--- src/rtl/l1d_package.sv ---
// Shared L1D types: the data RAM request payload used by the MSHR, the RAM
// scheduler and the data RAM, plus the scheduler's FSM state encoding.
package l1d_package;

    localparam int DATA_RAM_WAY_W  = 2;
    localparam int DATA_RAM_SET_W  = 6;
    localparam int DATA_RAM_DATA_W = 32;

    typedef struct packed {
        logic                       wr_en;
        logic [DATA_RAM_WAY_W-1:0]  way;
        logic [DATA_RAM_SET_W-1:0]  set_idx;
        logic [DATA_RAM_DATA_W-1:0] data;
    } pack_data_ram_req_pld;

    typedef enum logic {
        IDLE = 1'b0,
        LOCK = 1'b1
    } data_ram_sched_state_e;

endpackage

--- src/rtl/l1d_data_ram_out_reg.sv ---
// Single-entry valid/ready pipeline register driving the data RAM request;
// out_free tells the arbiter whether a new request may be loaded this cycle.
module l1d_data_ram_out_reg
    import l1d_package::*;
(
    input  logic                 clk,
    input  logic                 rst_n,
    input  logic                 in_vld,
    input  pack_data_ram_req_pld in_pld,
    input  logic                 ram_rdy,
    output logic                 ram_vld,
    output pack_data_ram_req_pld ram_pld,
    output logic                 out_free
);

    // The slot is reusable when empty or being drained in this same cycle.
    assign out_free = !ram_vld || ram_rdy;

    always_ff @(posedge clk or negedge rst_n) begin
        if (!rst_n) begin
            ram_vld <= 1'b0;
            ram_pld <= '0;
        end else if (in_vld) begin
            ram_vld <= 1'b1;
            ram_pld <= in_pld;
        end else if (ram_rdy) begin
            ram_vld <= 1'b0;
        end
    end

endmodule

--- src/rtl/l1d_data_ram_sched.sv ---
// Data RAM scheduler: fixed-priority arbitration (bps > ent > ld) with refill
// burst locking and a load anti-starvation override, feeding one output register.
module l1d_data_ram_sched
    import l1d_package::*;
#(
    parameter int REFILL_BEATS = 4,
    parameter int STARVE_MAX   = 8
) (
    input  logic                 clk,
    input  logic                 rst_n,
    input  logic                 bps_vld,
    output logic                 bps_rdy,
    input  pack_data_ram_req_pld bps_pld,
    input  logic                 ent_vld,
    output logic                 ent_rdy,
    input  pack_data_ram_req_pld ent_pld,
    input  logic                 ld_vld,
    output logic                 ld_rdy,
    input  pack_data_ram_req_pld ld_pld,
    output logic                 ram_vld,
    output pack_data_ram_req_pld ram_pld,
    input  logic                 ram_rdy,
    output logic                 lock_busy
);

    localparam int BEAT_W   = $clog2(REFILL_BEATS);
    localparam int STARVE_W = $clog2(STARVE_MAX + 1);
    localparam logic [BEAT_W-1:0]   LAST_BEAT  = BEAT_W'(REFILL_BEATS - 1);
    localparam logic [STARVE_W-1:0] STARVE_SAT = STARVE_W'(STARVE_MAX);

    // Handshake: a requester transfers in the cycle x_vld && x_rdy; x_rdy is a
    // grant that never depends on any payload and is only raised for a valid.
    data_ram_sched_state_e state_q, state_d;
    logic [BEAT_W-1:0]     beat_cnt;
    logic [STARVE_W-1:0]   starve_cnt;
    logic                  out_free;
    logic                  bps_xfer, ent_xfer, ld_xfer, any_xfer;
    pack_data_ram_req_pld  win_pld;

    assign bps_xfer = bps_vld && bps_rdy;
    assign ent_xfer = ent_vld && ent_rdy;
    assign ld_xfer  = ld_vld  && ld_rdy;
    assign any_xfer = bps_xfer || ent_xfer || ld_xfer;

    always_ff @(posedge clk or negedge rst_n) begin
        if (!rst_n) state_q <= IDLE;
        else        state_q <= state_d;
    end

    always_comb begin
        state_d = state_q;
        case (state_q)
            IDLE:    if (ent_xfer) state_d = LOCK;
            LOCK:    if (ent_xfer && beat_cnt == LAST_BEAT) state_d = IDLE;
            default: state_d = IDLE;
        endcase
    end

    // Saturated starvation only overrides priority outside a refill lock.
    always_comb begin
        bps_rdy   = 1'b0;
        ent_rdy   = 1'b0;
        ld_rdy    = 1'b0;
        lock_busy = (state_q == LOCK);
        if (out_free) begin
            if (state_q == LOCK) begin
                ent_rdy = ent_vld;
            end else if (ld_vld && starve_cnt == STARVE_SAT) begin
                ld_rdy = 1'b1;
            end else if (bps_vld) begin
                bps_rdy = 1'b1;
            end else if (ent_vld) begin
                ent_rdy = 1'b1;
            end else begin
                ld_rdy = ld_vld;
            end
        end
    end

    always_ff @(posedge clk or negedge rst_n) begin
        if (!rst_n) begin
            beat_cnt <= '0;
        end else if (ent_xfer) begin
            beat_cnt <= (state_q == LOCK && beat_cnt == LAST_BEAT) ? '0 : beat_cnt + 1'b1;
        end
    end

    always_ff @(posedge clk or negedge rst_n) begin
        if (!rst_n) begin
            starve_cnt <= '0;
        end else if (ld_xfer || !ld_vld) begin
            starve_cnt <= '0;
        end else if (starve_cnt != STARVE_SAT) begin
            starve_cnt <= starve_cnt + 1'b1;
        end
    end

    always_comb begin
        win_pld = ld_pld;
        if (bps_xfer)      win_pld = bps_pld;
        else if (ent_xfer) win_pld = ent_pld;
    end

    l1d_data_ram_out_reg u_out_reg (
        .clk      (clk),
        .rst_n    (rst_n),
        .in_vld   (any_xfer),
        .in_pld   (win_pld),
        .ram_rdy  (ram_rdy),
        .ram_vld  (ram_vld),
        .ram_pld  (ram_pld),
        .out_free (out_free)
    );

endmodule

--- config.mk ---
export PLATFORM = sky130hd
export DESIGN_NAME = l1d_data_ram_sched
export DESIGN_NICKNAME = d
export VERILOG_FILES = /design/src/rtl/l1d_package.sv /design/src/rtl/l1d_data_ram_out_reg.sv /design/src/rtl/l1d_data_ram_sched.sv
export SDC_FILE = /design/constraint.sdc
export NUM_CORES = 1
export LEC_CHECK = 0
export CORE_MARGIN = 4
export CORE_UTILIZATION = 35
export DETAILED_ROUTE_END_ITERATION = 10
export PLACE_DENSITY = 0.84
export SLEW_MARGIN = 25
export SYNTH_ARGS = -nofsm -noshare
export SYNTH_HDL_FRONTEND = slang
export SYNTH_SLANG_ARGS = --single-unit
--- constraint.sdc ---
create_clock -name clk -period 4.29 [get_ports clk]
set_input_delay 0.858 -clock clk [delete_from_list [all_inputs] [get_ports clk]]
set_output_delay 0.858 -clock clk [all_outputs]
set_load 0.05 [all_outputs]
Word level (Yosys, flattened, before mapping):

Index checks and enable logic that the tools add are counted.

* register bits: 49

* add/subtract/negate cells: 2
* equal/unequal tests: 3
* multiplexer cells: 24
* bitwise logic cells: 1
* reduce and logical (&&, ||, !) cells: 14

Operators with widths (number)
* 41-bit two-way mux: 2
* 1-bit two-way mux: 18
* 4-bit two-way mux: 2
* 1-bit logical AND: 6
* 4-bit by 1-bit adder with 4-bit output (second input constant): 1
* 4-bit equality test (second input constant): 1
* 1-bit logical OR: 4
* 4-bit != test (second input constant): 1
* 2-bit nonzero test: 2
* 2-bit by 1-bit adder with 2-bit output (second input constant): 1
* 2-bit equality test (second input constant): 1
* 1-bit logical NOT: 2
* 2-bit two-way mux: 1
* 1-bit case mux with 2 select lines: 1
* 1-bit inverter: 1

Depth between registers and ports, before layout:

Gate-level depths: netlist of run 1.

* depth in word-level cells: 9
* depth in mapped cells: 8

By module:

Synthesis of run 1 repeated with hierarchy kept, for this count alone.

* cells, all modules: 314
* area, all modules: 2989.1 µm²

Modules (own cells, without submodules)
* l1d_data_ram_out_reg: times used 1, cells an instance 90, area each 1762.9 µm²
* l1d_data_ram_sched: times used 1, cells an instance 224, area each 1226.2 µm²

Least setup slack after synthesis of run 1:

No wires, ideal clock.

* path type: input port to output port
* start: in ram_rdy
* end: out bps_rdy
* arrival: 1879 ps
* required time: 3432 ps
* slack: 1553 ps
* stages on the path: 5
* buffers on the path: 2
* path through: nand2b_1 nand4b_1 buf_2 clkbuf_1 inv_1

* longest elaborated chain between the ends: 2

RTL lines
* start, declared: RTL line l1d_data_ram_sched.sv:22 `input logic ram_rdy,`
* 1-bit logical OR: RTL line l1d_data_ram_out_reg.sv:17 `assign out_free = !ram_vld || ram_rdy;`
* 1-bit two-way mux: RTL line l1d_data_ram_sched.sv:65 `if (out_free) begin`
* end, declared: RTL line l1d_data_ram_sched.sv:12 `output logic bps_rdy,`

No other way between the ends.

Final worst setup path of run 1:

* start: in ld_vld
* end: out ent_rdy

* longest elaborated chain between the ends: 4

RTL lines
* start, declared: RTL line l1d_data_ram_sched.sv:17 `input logic ld_vld,`
* 1-bit logical AND: RTL line l1d_data_ram_sched.sv:68 `end else if (ld_vld && starve_cnt == STARVE_SAT) begin`
* 1-bit two-way mux: RTL line l1d_data_ram_sched.sv:68
* 1-bit two-way mux: RTL line l1d_data_ram_sched.sv:66 `if (state_q == LOCK) begin`
* 1-bit two-way mux: RTL line l1d_data_ram_sched.sv:65
* end, declared: RTL line l1d_data_ram_sched.sv:15 `output logic ent_rdy,`

No other way between the ends.

==> impl_metrics.py, run 1 <==
metrics = {
    "outcome": {
        "status": "finished, final reports clean",
    },
    "setup_path": {
        "required_ps": 3430,
        "crit_path_start": "ld_vld",
        "path_class": "in -> out",
        "reg2reg_to": "beat_cnt[1]$_DFFE_PN0N_",
        "worstSetupEndpointType": "primary output",
        "worstPathArrival_ps": 2680,
        "worstRegToRegCells": 6,
        "reg2reg_slack_ps": 1980,
        "worstSetupStartpointType": "primary input",
        "cp_max_fo": 42,
        "r2r_start": "starve_cnt[0]$_DFFE_PN0P_",
        "crit_end": "ent_rdy",
    },
    "flow_run": {
        "cap_violations": 0,
    },
    "logic_synthesis": {
        "postSynthCellCount": 330,
        "synth_top_area_share_pct": 39.9,
        "yosysTopAreaCell": "dfrtp_1",
        "syn_nets": 462,
        "ys_warn_count": 0,
        "seq_area_frac_synth_pct": 39.9,
        "ys_top_cells_by_area": "dfrtp_1, o311a_1, a21oi_2, o22ai_1, nand3_1",
        "yosys_register_bits": 49,
        "synth_area_um2": 3070,
        "avgSynthCellArea_um2": 9.31,
        "ys_types": 31,
    },
    "global_routing": {
        "first_global_vias": 3269,
        "grt_use_total_pct": 18.8,
        "antenna_found_initial": 0,
        "grt_pass1_wl_mm": 15.8,
        "grt-ovfl-total": 0,
        "grt_max_degree": 83,
    },
    "power_and_ir_drop": {
        "power_switching_uw": 1580,
        "p_seq_share_pct": 25.4,
        "p_per_area_nw_per_um2": 648,
        "combPwrFrac_pct": 63.8,
        "p_int_uw": 1620,
        "clkPwrFrac_pct": 10.8,
        "p_sw_share_pct": 49.4,
        "p_leak_uw": 0.00211,
        "ir_drop_v": 0.000271,
    },
    "sta": {
        "layout_min_cycle_time_ps": 3540,
        "rsz0062_at_grt": "false",
        "fin_crit_sh_pct": 82.4,
        "fin_setup_tns_ps": 0,
        "slew_violations": 0,
        "hold_viol": 0,
        "setup_viol": 0,
        "slew_headroom_pct": 44.3,
        "clock_skew_ps": 8.21,
        "tightest_slew_ps": 836,
        "fmax_mhz": 283,
    },
    "floorplanning": {
        "dieArea_um2": 10300,
        "die_h_um": 102,
        "die_x_um": 102,
        "core_area_um2": 8380,
        "initial_core_util_pct": 36.7,
        "num_io_pins": 175,
        "rows": 33,
    },
    "finish": {
        "diodes": 0,
        "postLayoutCoreUtil_pct": 58.9,
        "final_cell_area_um2": 4940,
        "final_cell_mix": "clkdlybuf4s50_1, dfrtp_1, inv_1",
        "mostFrequentLayoutCell": "clkdlybuf4s50_1",
        "final_nets": 612,
        "areaGrowthSynthToFinish_pct": 60.6,
        "drive_gt1_share_pct": 12.3,
    },
    "drt": {
        "vias": 3263,
        "drt_wl_total_mm": 10.3,
        "routed_via_density": 5.57,
        "drtAntennaViolNets": 0,
        "routedWlPerCell_um": 17.6,
        "dr.pass1.iters": 4,
        "drc": 0,
        "drtIter0Drc": 133,
    },
    "placed_design": {
        "place_area_um2": 4820,
        "hpwl_mm": 7.05,
        "port_buffers": 174,
        "place.gp.congestion": 0.825,
    },
    "clocking": {
        "cts_max_path_buffers": 2,
        "clk_latency_ps": 300,
        "clock-sinks": 49,
        "clk_pin_slew_worst_paths_ps": 90,
        "cts_tree": "yes",
        "cts_buffers": 5,
        "postCtsHoldBufs": 0,
        "ctsResizeCount": 0,
        "clock-root-buffer": "clkbuf_8",
        "htreeDepth": 2,
        "post-cts-setup-buffer-count": 0,
    },
    "worst_hold_path": {
        "min-delay-path-class": "reg -> reg",
    },
}
==> worst max-delay path: stages <==
cell and delay (ps):
clkdlybuf4s50_1 490, nand4b_4 140, a21o_2 690, and2_1 340, buf_12 170
==> cells by family (layout without fill, tap and decap cells) <==
logic type	Yosys count	after routing	share of synthesized area, %
compound gates	131	131	35.0
buf+inv	81	232	11.5
simple gates	61	61	10.8
flops	49	49	39.9
fa+ha+maj	3	3	1.22
xor+xnor	3	3	0.855
mux	2	2	0.733
==> power by group through the flow <==
stage	logic, µW	registers, µW	clock network (µW)
2_1_floorplan	632	1520	0
3_3_place_gp	2010	809	0
3_5_place_dp	2050	818	0
4_1_cts	2050	812	355
5_1_grt	2140	841	372
6_report	2040	811	346
==> final cells by class <==
| cell class | instances | area, µm² |
|---|---|---|
| multi-input cells | 200 | 1500 |
| well taps | 105 | 131 |
| repair buffers | 178 | 1790 |
| clock inverters | 1 | 30.0 |
| inverters | 46 | 173 |
| flip-flops and latches | 49 | 1230 |
| fillers | 713 | 3450 |
| clock buffers | 7 | 86.3 |
==> layer usage <==
| layer | up-vias | routed length (µm) | GRT usage (%) |
|---|---|---|---|
| li1 | 1531 | - | - |
| met1 | 1555 | 4170 | 24.0 |
| met2 | 162 | 4980 | 31.9 |
| met3 | 15 | 995 | 4.68 |
| met4 | 0 | 163 | 4.40 |
| met5 | - | 0 | 0 |
==> synthesized netlist by cell type <==
library cell / number
clkbuf_1: 18
a21oi_4: 1
and2_1: 1
nand4b_4: 1
o21ai_0: 1
nand3_1: 43
a21oi_2: 37
and3_1: 2
a21bo_2: 1
buf_6: 5
dfrtp_1: 49
ha_1: 3
buf_2: 10
a21o_2: 1
nor2b_1: 1
nand2b_1: 1
nand2_1: 1
o22ai_1: 41
o311a_1: 41
a21oi_1: 6
buf_1: 2
nand4b_1: 1
xnor2_1: 1
a31oi_1: 1
o21bai_1: 1
nor2_1: 8
nand3b_1: 1
xor2_1: 2
inv_1: 46
mux2_2: 2
and4_4: 1
==> through the flow <==
| step | instances | hold WS, ps | total power, µW | setup slack, ps |
|---|---|---|---|---|
| 3_5_place_dp | 578 | 505 | 2860 | 727 |
| 3_3_place_gp | 578 | 495 | 2820 | 796 |
| 6_report | 586 | 518 | 3200 | 754 |
| 2_1_floorplan | 330 | 485 | 2150 | 1550 |
| 5_1_grt | 586 | 553 | 3360 | 633 |
| 4_1_cts | 586 | 525 | 3220 | 722 |
==> worst min path at each step <==
| stage | startpoint | endpoint | slack [ps] | cells after the start |
|---|---|---|---|---|
| after floorplan | beat_cnt[1]$_DFFE_PN0N_ | beat_cnt[1]$_DFFE_PN0N_ | 480 | 1 |
| after global placement | beat_cnt[1]$_DFFE_PN0N_ | beat_cnt[1]$_DFFE_PN0N_ | 500 | 1 |
| after detailed placement | beat_cnt[1]$_DFFE_PN0N_ | beat_cnt[1]$_DFFE_PN0N_ | 500 | 1 |
| after CTS | beat_cnt[1]$_DFFE_PN0N_ | beat_cnt[1]$_DFFE_PN0N_ | 530 | 1 |
| after global routing | beat_cnt[1]$_DFFE_PN0N_ | beat_cnt[1]$_DFFE_PN0N_ | 550 | 1 |
| final | beat_cnt[1]$_DFFE_PN0N_ | beat_cnt[1]$_DFFE_PN0N_ | 520 | 1 |
==> state kept, by name, indices dropped and copies added (netlist names) <==
name               cells
u_out_reg.ram_vld      1
u_out_reg.ram_pld     41
lock_busy              1
starve_cnt             4
beat_cnt               2
No activity file was read; power rests on OpenSTA's default activity.
==> run 2: changes to the inputs <==
==> constraint.sdc (replaced) <==
create_clock -name clk -period 3.3 [get_ports clk]
set_input_delay 0.66 -clock clk [delete_from_list [all_inputs] [get_ports clk]]
set_output_delay 0.66 -clock clk [all_outputs]
set_load 0.05 [all_outputs]
==> impl_metrics.py, run 2 (synthesis results as in run 1) <==
metrics = {
    "outcome": {
        "status": "finished, final reports clean",
    },
    "clocking": {
        "cts_tree": "yes",
        "clock-root-buffer": "clkbuf_8",
        "post-cts-setup-buffer-count": 0,
        "cts_max_path_buffers": 2,
        "clk_pin_slew_worst_paths_ps": 90,
        "cts_buffers": 5,
        "ctsResizeCount": 0,
        "clock-sinks": 49,
        "postCtsHoldBufs": 0,
        "clk_latency_ps": 300,
        "htreeDepth": 2,
    },
    "worst_hold_path": {
        "min-delay-path-class": "in -> async",
    },
    "finish": {
        "diodes": 0,
        "final_nets": 614,
        "final_cell_mix": "clkdlybuf4s50_1, dfrtp_1, inv_1",
        "seqCellArea_um2": 1230,
        "multiInputGateArea_um2": 1500,
        "mostFrequentLayoutCell": "clkdlybuf4s50_1",
        "fin_cells": 588,
        "fill_cells": 709,
        "postLayoutCoreUtil_pct": 59.4,
        "regMostFlops": "u_out_reg.ram_pld",
        "drive_gt1_share_pct": 12.6,
        "reg_top3": "u_out_reg.ram_pld: 41 flops, starve_cnt: 4 flops, beat_cnt: 2 flops",
        "areaGrowthSynthToFinish_pct": 61.9,
        "largest_reg_flops": 41,
    },
    "sta": {
        "setup_viol": 0,
        "layout_min_cycle_time_ps": 3050,
        "fin_crit_sh_pct": 92.4,
        "fmax_mhz": 328,
        "slew_headroom_pct": 56.6,
        "fin_setup_tns_ps": 0,
        "slew_violations": 0,
        "tightest_slew_ps": 652,
        "hold_viol": 0,
        "rsz0062_at_grt": "false",
        "clock_skew_ps": 4.58,
    },
    "floorplanning": {
        "initial_core_util_pct": 36.7,
        "core_area_um2": 8380,
        "die_h_um": 102,
        "dieArea_um2": 10300,
        "die_x_um": 102,
        "rows": 33,
        "num_io_pins": 175,
    },
    "global_routing": {
        "grt_max_degree": 83,
        "grt_use_total_pct": 19.1,
        "antenna_found_initial": 0,
        "grt_pass1_wl_mm": 16.0,
        "grt-ovfl-total": 0,
        "first_global_vias": 3360,
    },
    "drt": {
        "routedWlPerCell_um": 17.9,
        "drc": 0,
        "drtAntennaViolNets": 0,
        "routed_via_density": 5.57,
        "vias": 3277,
        "drt_wl_total_mm": 10.5,
        "dr.pass1.iters": 4,
        "drtIter0Drc": 90,
    },
    "power_and_ir_drop": {
        "clkPwrFrac_pct": 10.8,
        "p_sw_share_pct": 49.3,
        "p_seq_share_pct": 25.2,
        "combPwrFrac_pct": 64.0,
        "p_per_area_nw_per_um2": 840,
        "p_leak_uw": 0.00213,
        "ir_drop_v": 0.000513,
        "power_switching_uw": 2060,
        "p_int_uw": 2120,
    },
    "setup_path": {
        "path_class": "reg -> out",
        "slowest_delay_ps": 800,
        "worstSetupStartpointType": "register",
        "required_ps": 2640,
        "worstSetupEndpointType": "primary output",
        "crit_path_cell_trace": "inv_1, ha_1, nand3b_1, o21ai_0, and3_1, clkdlybuf4s50_1",
        "critPathSlowestCell": "clkdlybuf4s50_1",
        "cp_max_fo": 5,
        "worstPathArrival_ps": 2390,
    },
    "placed_design": {
        "placed_cells": 580,
        "port_buffers": 174,
        "place.gp.congestion": 0.806,
        "hpwl_mm": 7.24,
    },
    "flow_run": {
        "cap_violations": 0,
    },
}
## run 2: changes by cell type in the layout (fill, tap and decap cells not counted)
cell    before  now
buf_12       2    4
## run 2: final timing paths
kind | start | endpoint | slack [ps] | cells after the start
max | starve_cnt[0]$_DFFE_PN0P_ | ld_rdy | 250 | 6
min | rst_n | u_out_reg.ram_pld[36]$_DFFE_PN0P_ | 370 | 1
max reg2reg | starve_cnt[0]$_DFFE_PN0P_ | u_out_reg.ram_pld[22]$_DFFE_PN0P_ | 1410 | 7
min reg2reg | beat_cnt[1]$_DFFE_PN0N_ | beat_cnt[1]$_DFFE_PN0N_ | 520 | 1
max in group asynchronous | rst_n | u_out_reg.ram_pld[31]$_DFFE_PN0P_ | 2480 | 1
min in group clk | beat_cnt[1]$_DFFE_PN0N_ | beat_cnt[1]$_DFFE_PN0N_ | 520 | 1
## run 2: cell type report
class | count | share of cell area, %
Multi-Input combinational cell | 200 | 30.1
Timing Repair Buffer | 180 | 36.8
Clock buffer | 7 | 1.73
Clock inverter | 1 | 0.603
Sequential cell | 49 | 24.6
Tap cell | 105 | 2.64
Inverter | 46 | 3.47
## run 2: worst max-delay path, delay by kind of cell, from the launching register on
family	cells	cell delay (ps)
AOI/OAI and AO/OA	1	170
DFF	1	430
buffers and inverters	2	880
and+or+nand+nor	2	380
adders and majority gates	1	220
## run 2: power by group through the flow
stage	registers, µW	logic [µW]	clock network, µW
after CTS	1050	2690	464
after global placement	1050	2640	0
final	1060	2680	450
after detailed placement	1060	2690	0
after global routing	1090	2810	489
after floorplan	1980	821	0
## run 2: per-layer routing
metal	global-route usage (%)	part of all wire (%)	vias to the layer above
met5	0	0	-
met3	4.75	10	16
met2	34.5	50	166
met1	22.6	38	1561
li1	-	-	1534
met4	4.70	1.8	0
## run 2: stage by stage
stage	setup slack [ps]	instance area [µm²]	power [µW]	hold WS, ps
2_1_floorplan	959	3070	2800	364
3_3_place_gp	330	4860	3700	495
3_5_place_dp	268	4860	3750	504
4_1_cts	225	4980	4210	402
5_1_grt	88.6	4980	4390	425
6_report	251	4980	4180	374
==> run 3: changes to the inputs <==
--- a/config.mk
+++ b/config.mk
@@ -9,7 +9,6 @@
 export CORE_UTILIZATION = 35
 export DETAILED_ROUTE_END_ITERATION = 10
 export PLACE_DENSITY = 0.84
-export SLEW_MARGIN = 25
 export SYNTH_ARGS = -nofsm -noshare
 export SYNTH_HDL_FRONTEND = slang
 export SYNTH_SLANG_ARGS = --single-unit
==> impl_metrics.py, run 3 (synthesis results as in run 1) <==
metrics = {
    "sta": {
        "fmax_mhz": 328,
        "rsz0062_at_grt": "false",
        "slew_headroom_pct": 23.1,
        "setup_viol": 0,
        "fin_setup_tns_ps": 0,
        "clock_skew_ps": 7.48,
        "fin_crit_sh_pct": 92.3,
        "layout_min_cycle_time_ps": 3050,
        "finalWorstSetupSlack_ps": 254,
        "hold_viol": 0,
        "slew_violations": 0,
        "tightest_slew_ps": 1150,
    },
    "finish": {
        "postLayoutCoreUtil_pct": 59.3,
        "reg_top3": "u_out_reg.ram_pld: 41 flops, starve_cnt: 4 flops, beat_cnt: 2 flops",
        "mostFrequentLayoutCell": "clkdlybuf4s50_1",
        "largest_reg_flops": 41,
        "diodes": 0,
        "areaGrowthSynthToFinish_pct": 61.8,
        "final_cell_mix": "clkdlybuf4s50_1, dfrtp_1, inv_1",
        "regMostFlops": "u_out_reg.ram_pld",
        "final_nets": 614,
        "drive_gt1_share_pct": 12.6,
    },
    "drt": {
        "drtAntennaViolNets": 0,
        "vias": 3306,
        "dr.pass1.iters": 4,
        "drc": 0,
        "drt_wl_total_mm": 10.6,
        "routedWlPerCell_um": 18.0,
        "routed_via_density": 5.62,
        "drtIter0Drc": 99,
    },
    "clocking": {
        "cts_max_path_buffers": 2,
        "post-cts-setup-buffer-count": 0,
        "cts_tree": "yes",
        "clock-sinks": 49,
        "cts_buffers": 5,
        "ctsResizeCount": 0,
        "clk_pin_slew_worst_paths_ps": 100,
        "clk_latency_ps": 300,
        "postCtsHoldBufs": 0,
        "htreeDepth": 2,
        "clock-root-buffer": "clkbuf_8",
    },
    "global_routing": {
        "grt_use_total_pct": 19.4,
        "grt_pass1_wl_mm": 16.2,
        "grt_max_degree": 83,
        "first_global_vias": 3364,
        "antenna_found_initial": 0,
        "grt-ovfl-total": 0,
    },
    "power_and_ir_drop": {
        "ir_drop_v": 0.000462,
        "power_uw": 4190,
        "p_sw_share_pct": 49.3,
        "combPwrFrac_pct": 63.9,
        "p_per_area_nw_per_um2": 842,
        "clkPwrFrac_pct": 10.9,
        "power_switching_uw": 2070,
        "p_seq_share_pct": 25.2,
        "p_int_uw": 2120,
        "p_leak_uw": 0.00213,
    },
    "setup_path": {
        "reg2reg_to": "u_out_reg.ram_pld[4]$_DFFE_PN0P_",
        "cp.depth": 6,
        "cp_max_fo": 5,
        "reg2reg_slack_ps": 1360,
        "required_ps": 2640,
        "slowest_delay_ps": 800,
        "crit_path_start": "starve_cnt[0]$_DFFE_PN0P_",
        "crit_end": "ld_rdy",
        "critPathSlowestCell": "clkdlybuf4s50_1",
        "worstPathArrival_ps": 2390,
        "worstSetupStartpointType": "register",
        "r2r_start": "starve_cnt[0]$_DFFE_PN0P_",
        "crit_path_cell_trace": "inv_1, ha_1, nand3b_1, o21ai_0, and3_1, clkdlybuf4s50_1",
        "worstSetupEndpointType": "primary output",
        "worstRegToRegCells": 7,
        "path_class": "reg -> out",
        "crit_family": "buffers and inverters",
        "crit_buf_inv": 2,
    },
    "floorplanning": {
        "rows": 33,
        "die_h_um": 102,
        "die_x_um": 102,
        "core_area_um2": 8380,
        "dieArea_um2": 10300,
        "num_io_pins": 175,
        "initial_core_util_pct": 36.7,
    },
    "placed_design": {
        "place.gp.congestion": 0.806,
        "pre_cts_slack_ps": 271,
        "port_buffers": 174,
        "hpwl_mm": 7.25,
    },
    "worst_hold_path": {
        "min-delay-path-class": "reg -> reg",
    },
    "flow_run": {
        "cap_violations": 0,
    },
    "outcome": {
        "status": "finished, final reports clean",
    },
}
run 3: cell counts in the layout (fill, tap and decap cells not counted):
Identical to the previous run, type by type.
run 3: worst min-delay path by stage:
stage	to	cells past startpoint	startpoint	slack, ps
after global routing	beat_cnt[1]$_DFFE_PN0N_	1	beat_cnt[1]$_DFFE_PN0N_	530
final	beat_cnt[1]$_DFFE_PN0N_	1	beat_cnt[1]$_DFFE_PN0N_	520
after detailed placement	beat_cnt[1]$_DFFE_PN0N_	1	beat_cnt[1]$_DFFE_PN0N_	500
after global placement	beat_cnt[1]$_DFFE_PN0N_	1	beat_cnt[1]$_DFFE_PN0N_	500
after CTS	beat_cnt[1]$_DFFE_PN0N_	1	beat_cnt[1]$_DFFE_PN0N_	530
after floorplan	beat_cnt[0]$_DFFE_PN0N_	0	rst_n	360
run 3: layer usage:
| layer | track usage (%) | wire length [µm] |
|---|---|---|
| met3 | 4.55 | 1120 |
| met2 | 34.6 | 5260 |
| met1 | 23.2 | 3980 |
| met5 | 0 | 0 |
| met4 | 5.62 | 240 |
run 3: cell type report:
type	instances	area [µm²]
clock inverter	1	30.0
sequential	49	1230
inverter	46	173
clock buffer	7	86.3
fill	713	3410
timing repair buffer	180	1830
multi-input combinational	200	1500
tap	105	131
run 3: power groups by stage:
| stage | Combinational (µW) | Clock [µW] | Sequential (µW) |
|---|---|---|---|
| global placement | 2640 | 0 | 1050 |
| CTS | 2690 | 462 | 1060 |
| floorplan | 821 | 0 | 1980 |
| finish | 2680 | 455 | 1050 |
| global route | 2810 | 491 | 1090 |
| detailed placement | 2690 | 0 | 1060 |
run 3: stage by stage:
stage               cell area (µm²)  cells  hold slack (ps)
floorplan                      3070    330              364
global placement               4860    580              495
detailed placement             4860    580              504
CTS                            4970    588              525
global route                   4970    588              533
finish                         4970    588              520
